$ cat src/rtl/dino_pkg.sv
// Shared types and constants for the score keeper: FSM state encoding,
// BCD digit width and the blank code shown by the digit readout.
package dino_pkg;

    // Width of one BCD digit.
    localparam int DIGIT_W = 4;

    // One BCD digit.
    typedef logic [DIGIT_W-1:0] bcd_t;

    // Largest value a decade counter holds before it rolls over.
    localparam bcd_t BCD_NINE = 4'd9;

    // Readout code for "no digit here"; the renderer draws nothing.
    localparam bcd_t DIGIT_BLANK = 4'hF;

    // Game phases.
    typedef enum logic [1:0] {
        ST_IDLE = 2'd0,
        ST_RUN  = 2'd1,
        ST_OVER = 2'd2
    } state_e;

endpackage

$ cat src/rtl/bcd_digit.sv
// One decade of the score: a 0..9 counter with synchronous clear and a
// combinational carry that ripples into the next decade.
module bcd_digit
    import dino_pkg::*;
(
    input  logic clk,
    input  logic rst_n,
    input  logic inc,
    input  logic clr,
    output bcd_t value,
    output logic carry
);

    bcd_t value_q;
    bcd_t value_d;

    // Next value: clear wins, otherwise count 0..9 and roll over.
    always_comb begin
        // NOTE: every combinational output gets a default before any branch,
        // so no path can leave it unassigned and infer a latch.
        value_d = value_q;
        if (clr) begin
            value_d = '0;
        end else if (inc) begin
            value_d = (value_q == BCD_NINE) ? '0 : value_q + 4'd1;
        end
    end

    // Digit register.
    always_ff @(posedge clk or negedge rst_n) begin
        // NOTE: state is written with non-blocking assignments so every
        // register samples the pre-edge values of its neighbours.
        if (!rst_n) begin
            value_q <= '0;
        end else begin
            value_q <= value_d;
        end
    end

    assign value = value_q;
    assign carry = inc & (value_q == BCD_NINE);

endmodule

$ cat src/rtl/score_keeper.sv
// Game score accumulator: counts game ticks into a saturating BCD score
// while a game runs, keeps the high score across games, pulses on every
// hundred points and serves one digit per cycle to the renderer.
module score_keeper
    import dino_pkg::*;
#(
    parameter int TICKS_PER_POINT = 6,
    parameter int DIGITS          = 4
) (
    input  logic       clk,
    input  logic       rst_n,
    input  logic       game_tick,
    input  logic       game_start,
    input  logic       game_over,
    input  logic [3:0] i_digit_sel,
    output logic [3:0] o_digit,
    output logic       o_running,
    output logic       o_milestone,
    output logic       o_new_high
);

    // Prescaler width; a single bit is kept even when every tick is a point.
    localparam int PRE_W = (TICKS_PER_POINT > 1) ? $clog2(TICKS_PER_POINT) : 1;
    localparam logic [PRE_W-1:0] PRE_LAST = PRE_W'(TICKS_PER_POINT - 1);

    // Reject parameter values the design cannot honour.
    if (TICKS_PER_POINT < 1) begin : g_bad_tpp
        $error("score_keeper: TICKS_PER_POINT must be at least 1");
    end
    if (DIGITS < 3) begin : g_bad_digits
        $error("score_keeper: DIGITS must be at least 3");
    end

    state_e           state_q;
    state_e           state_d;
    logic [PRE_W-1:0] presc_q;
    logic [PRE_W-1:0] presc_d;
    bcd_t             score [DIGITS];
    bcd_t             high_q [DIGITS];
    bcd_t             high_d [DIGITS];
    logic [DIGITS:0]  carry;
    logic             new_high_q;
    logic             new_high_d;
    logic             milestone_q;
    logic             running_q;
    bcd_t             digit_q;
    bcd_t             digit_d;

    logic in_run;
    logic start_game;
    logic end_game;
    logic point_done;
    logic all_nines;
    logic score_gt;
    logic unused_top_carry;

    assign in_run     = (state_q == ST_RUN);
    // A start only counts outside RUN; a stop only counts inside RUN.
    assign start_game = game_start && !in_run;
    assign end_game   = game_over && in_run;
    // A tick that finishes a point; dropped when the game ends on the same edge.
    assign point_done = in_run && game_tick && (presc_q == PRE_LAST) && !game_over;

    // Detect the saturated score so the increment is blocked at the chain input.
    always_comb begin
        all_nines = 1'b1;
        for (int i = 0; i < DIGITS; i++) begin
            if (score[i] != BCD_NINE) begin
                all_nines = 1'b0;
            end
        end
    end

    assign carry[0] = point_done && !all_nines;

    // Ripple-carry decade chain, least significant digit first.
    for (genvar g = 0; g < DIGITS; g++) begin : g_digit
        bcd_digit u_digit (
            .clk   (clk),
            .rst_n (rst_n),
            .inc   (carry[g]),
            .clr   (start_game),
            .value (score[g]),
            .carry (carry[g+1])
        );
    end

    // Overflow out of the top digit cannot happen because of the saturation gate.
    assign unused_top_carry = carry[DIGITS];

    // Next game phase.
    always_comb begin
        state_d = state_q;
        unique case (state_q)
            ST_IDLE, ST_OVER: if (game_start) state_d = ST_RUN;
            ST_RUN:           if (game_over)  state_d = ST_OVER;
            default:          state_d = ST_IDLE;
        endcase
    end

    // Game phase register.
    always_ff @(posedge clk or negedge rst_n) begin
        if (!rst_n) begin
            state_q <= ST_IDLE;
        end else begin
            state_q <= state_d;
        end
    end

    // Tick prescaler: cleared on a new game, counts ticks while running.
    always_comb begin
        presc_d = presc_q;
        if (start_game) begin
            presc_d = '0;
        end else if (in_run && game_tick) begin
            presc_d = (presc_q == PRE_LAST) ? '0 : presc_q + 1'b1;
        end
    end

    // Prescaler register.
    always_ff @(posedge clk or negedge rst_n) begin
        if (!rst_n) begin
            presc_q <= '0;
        end else begin
            presc_q <= presc_d;
        end
    end

    // Digit-wise magnitude compare of score against high score, MSD first.
    always_comb begin
        logic decided;
        score_gt = 1'b0;
        decided  = 1'b0;
        for (int i = DIGITS - 1; i >= 0; i--) begin
            if (!decided && (score[i] != high_q[i])) begin
                score_gt = (score[i] > high_q[i]);
                decided  = 1'b1;
            end
        end
    end

    // High score takes the final score only when it is strictly greater.
    always_comb begin
        high_d     = high_q;
        new_high_d = new_high_q;
        if (start_game) begin
            new_high_d = 1'b0;
        end else if (end_game && score_gt) begin
            high_d     = score;
            new_high_d = 1'b1;
        end
    end

    // High-score bank and its flag.
    always_ff @(posedge clk or negedge rst_n) begin
        // NOTE: the high score is a handful of flops, not a RAM, so the whole
        // bank is reset; a reset mid-game must wipe it as well.
        if (!rst_n) begin
            for (int i = 0; i < DIGITS; i++) begin
                high_q[i] <= '0;
            end
            new_high_q <= 1'b0;
        end else begin
            high_q     <= high_d;
            new_high_q <= new_high_d;
        end
    end

    // Readout mux: score digits, then high-score digits, then blank.
    always_comb begin
        digit_d = DIGIT_BLANK;
        for (int i = 0; i < DIGITS; i++) begin
            if (32'(i_digit_sel) == i) begin
                digit_d = score[i];
            end
            if (32'(i_digit_sel) == i + DIGITS) begin
                digit_d = high_q[i];
            end
        end
    end

    // Registered outputs: digit, running flag and hundred-point pulse.
    always_ff @(posedge clk or negedge rst_n) begin
        if (!rst_n) begin
            digit_q     <= '0;
            running_q   <= 1'b0;
            milestone_q <= 1'b0;
        end else begin
            digit_q     <= digit_d;
            running_q   <= (state_d == ST_RUN);
            // A carry into digit 2 means the low two digits just rolled 99 -> 00.
            milestone_q <= carry[2];
        end
    end

    assign o_digit     = digit_q;
    assign o_running   = running_q;
    assign o_milestone = milestone_q;
    assign o_new_high  = new_high_q;

endmodule

$ cat config.mk
export PLATFORM = sky130hd
export DESIGN_NAME = score_keeper
export DESIGN_NICKNAME = d
export VERILOG_FILES = /design/src/rtl/dino_pkg.sv /design/src/rtl/bcd_digit.sv /design/src/rtl/score_keeper.sv
export SDC_FILE = /design/constraint.sdc
export NUM_CORES = 1
export LEC_CHECK = 0
export CAP_MARGIN = 10
export CORE_UTILIZATION = 50
export DETAILED_ROUTE_END_ITERATION = 10
export MAX_ROUTING_LAYER = met4
export PLACE_DENSITY = 0.69
export SETUP_SLACK_MARGIN = 0.5
export SLEW_MARGIN = 40
export SYNTH_ARGS = -nofsm -noshare
export SYNTH_HDL_FRONTEND = slang
export SYNTH_HIERARCHICAL = 1
export SYNTH_SLANG_ARGS = --single-unit
$ cat constraint.sdc
create_clock -name clk -period 3.7 [get_ports clk]
set_input_delay 0.37 -clock clk [delete_from_list [all_inputs] [get_ports clk]]
set_output_delay 0.37 -clock clk [all_outputs]
set_load 0.005 [all_outputs]
==> flow_summary.yaml <==
cells_and_area:
  fillers: 443
  final_area_um2: 3130
  final-seq-area_um2: 1100
  drive_gt1_share_pct: 16.9
  final_net_count: 316
  final_common_cell: "dfrtp_1"
  final_cell_mix: "dfrtp_1 (44), inv_1 (27), nand2_1 (27)"
  area_delta_synth_final_pct: 13.5
  multi_input_area_um2: 1550
  diodes: 0
critical_path:
  crit_fanout: 7
  crit_path_cell_trace: "clkdlybuf4s50_1, nand2_1, or3_1, nor4b_2, inv_1, nor2_1, inv_1, nor2_1, buf_4, inv_1, nor2_1, and4b_2, o21ai_0, a21oi_1"
  rrSetupSlack_ns: 0.87
  worstSetupEndpoint: "g_digit[3].u_digit/value[3]"
  reg2regPathDepth: 13
  slowest_delay_ns: 0.52
  start_kind: "input port"
  r2r_start: "state_q[1]"
  crit_start: "game_tick"
  cp_slowest_cell: "clkdlybuf4s50_1"
  required_ns: 3.93
  endpoint_kind: "flop"
  regToRegEndpoint: "g_digit[3].u_digit/value[3]"
  critical_path_class: "in -> reg"
  cp_data_arrival_time_ns: 3.08
cts:
  cts.sinks: 44
  h-tree-depth: 2
  clock_path_buffers: 2
  cts_inserted_buffers: 5
  cts_root_buf: "clkbuf_8"
  postCtsSetupRepairBufs: 0
  clk_latency_ns: 0.30
  clkTransAtPathRegs_ns: 0.09
  cts_resized: 0
  cts_tree: "done"
  cts_hold_buf: 0
power_and_ir_drop:
  ir_drop_v: 0.000267
  power.total_uw: 923
  powerDensity_nw_per_um2: 294
  p_leak_uw: 0.00135
sta:
  finalWorstPathRequiredPeriod_ns: 2.85
  slew_violations: 0
  clock_skew_ns: 0.00879
  finalHoldViolations: 0
  rsz0062_at_grt: "no"
  setup-violations-final: 0
  hold_ws_ns: 0.0569
  period_share_pct: 77.0
  slew_headroom_pct: 61.3
  fmax_ghz: 0.351
  fin_tns_setup_ns: 0
  tightestPinTransition_ns: 0.578
routing:
  wl_per_cell_um: 15.4
  antenna_left: 0
  drcViolationCount: 0
  drt_iter0_drc: 101
  avgViaCountPerCell: 5.63
  drt_wl_total_um: 5440
  vias: 1993
  drtPass1Iterations: 4
floorplan:
  die-area_um2: 5820
  die_y_um: 76.3
  initial_core_util_pct: 53.1
  coreArea_um2: 5200
  fp.dieW_um: 76.3
  rows: 26
  io_pins: 16
synthesis:
  netlist_area_um2: 2760
  yosys_warnings: 6
  synth_nets: 291
  syn_inst: 258
  avgSynthCellArea_um2: 10.7
global_routing:
  grt_pass1_wl_um: 9210
  grt_use_total_pct: 20.8
  overflow: 0
  antenna_found_initial: 0
  grt_max_degree: 45
  grt_pass1_vias: 1881
job:
  maxCapViolCount: 0
min_path:
  hp-class: "in -> async"
placement:
  dp_hpwl_um: 3860
  portBuffers: 15
  post_dp_cell_area_um2: 3040
  place.gp.congestion: 0.883
outcome:
  status: "complete, no violations"
==> layer usage <==
layer | global-route usage, % | wire, um | up-vias
met5 | - | 0 | -
li1 | - | - | 978
met2 | 32.9 | 2580 | 33
met4 | 5.77 | 60 | 0
met3 | 3.23 | 156 | 7
met1 | 28.0 | 2640 | 975
==> flip-flops by register name (all words and copies together), names as in the netlist <==
register,count
o_new_high,1
g_digit.u_digit/value,16
o_milestone,1
o_digit,4
presc_q,3
o_running,1
high_q,16
state_q,2
==> report_power, final <==
part           internal [uW]  switching [uW]  leakage (uW)  total, uW
Combinational           37.6            51.7      0.000706       89.3
Clock                    152             169     0.0000445        321
Sequential               499            13.7      0.000599        513
==> cell type report <==
type                    instances  share of cell area [%]
multi-input cells             184                    49.3
flip-flops and latches         44                    35.1
repair buffers                 21                    6.55
inverters                      27                    3.23
well taps                      70                    2.79
clock buffers                   7                    2.75
clock inverters                 1                   0.240
==> worst min path at each step <==
stage	from	endpoint	slack (ns)
after floorplan	rst_n	g_digit[0].u_digit/value[0]	0.07
after global placement	presc_q[0]	presc_q[0]	0.49
after detailed placement	rst_n	o_digit[3]	0.41
after CTS	rst_n	high_q[11]	0.08
after global routing	rst_n	high_q[11]	0.10
final	rst_n	high_q[9]	0.06
==> worst max-delay path, delay by kind of cell <==
family          cells  cell delay (ns)
compound gates      2             0.22
buf+inv             5             0.93
simple gates        7             1.56
==> stage by stage <==
step	worst slack, ns	cells	util [%]
after floorplan	0.691	258	-
after global placement	0.616	346	58.4
after detailed placement	0.541	346	58.4
after CTS	0.859	354	60.2
after global routing	0.635	354	60.2
final	0.850	354	60.2
(Power assumes the default switching activity.)
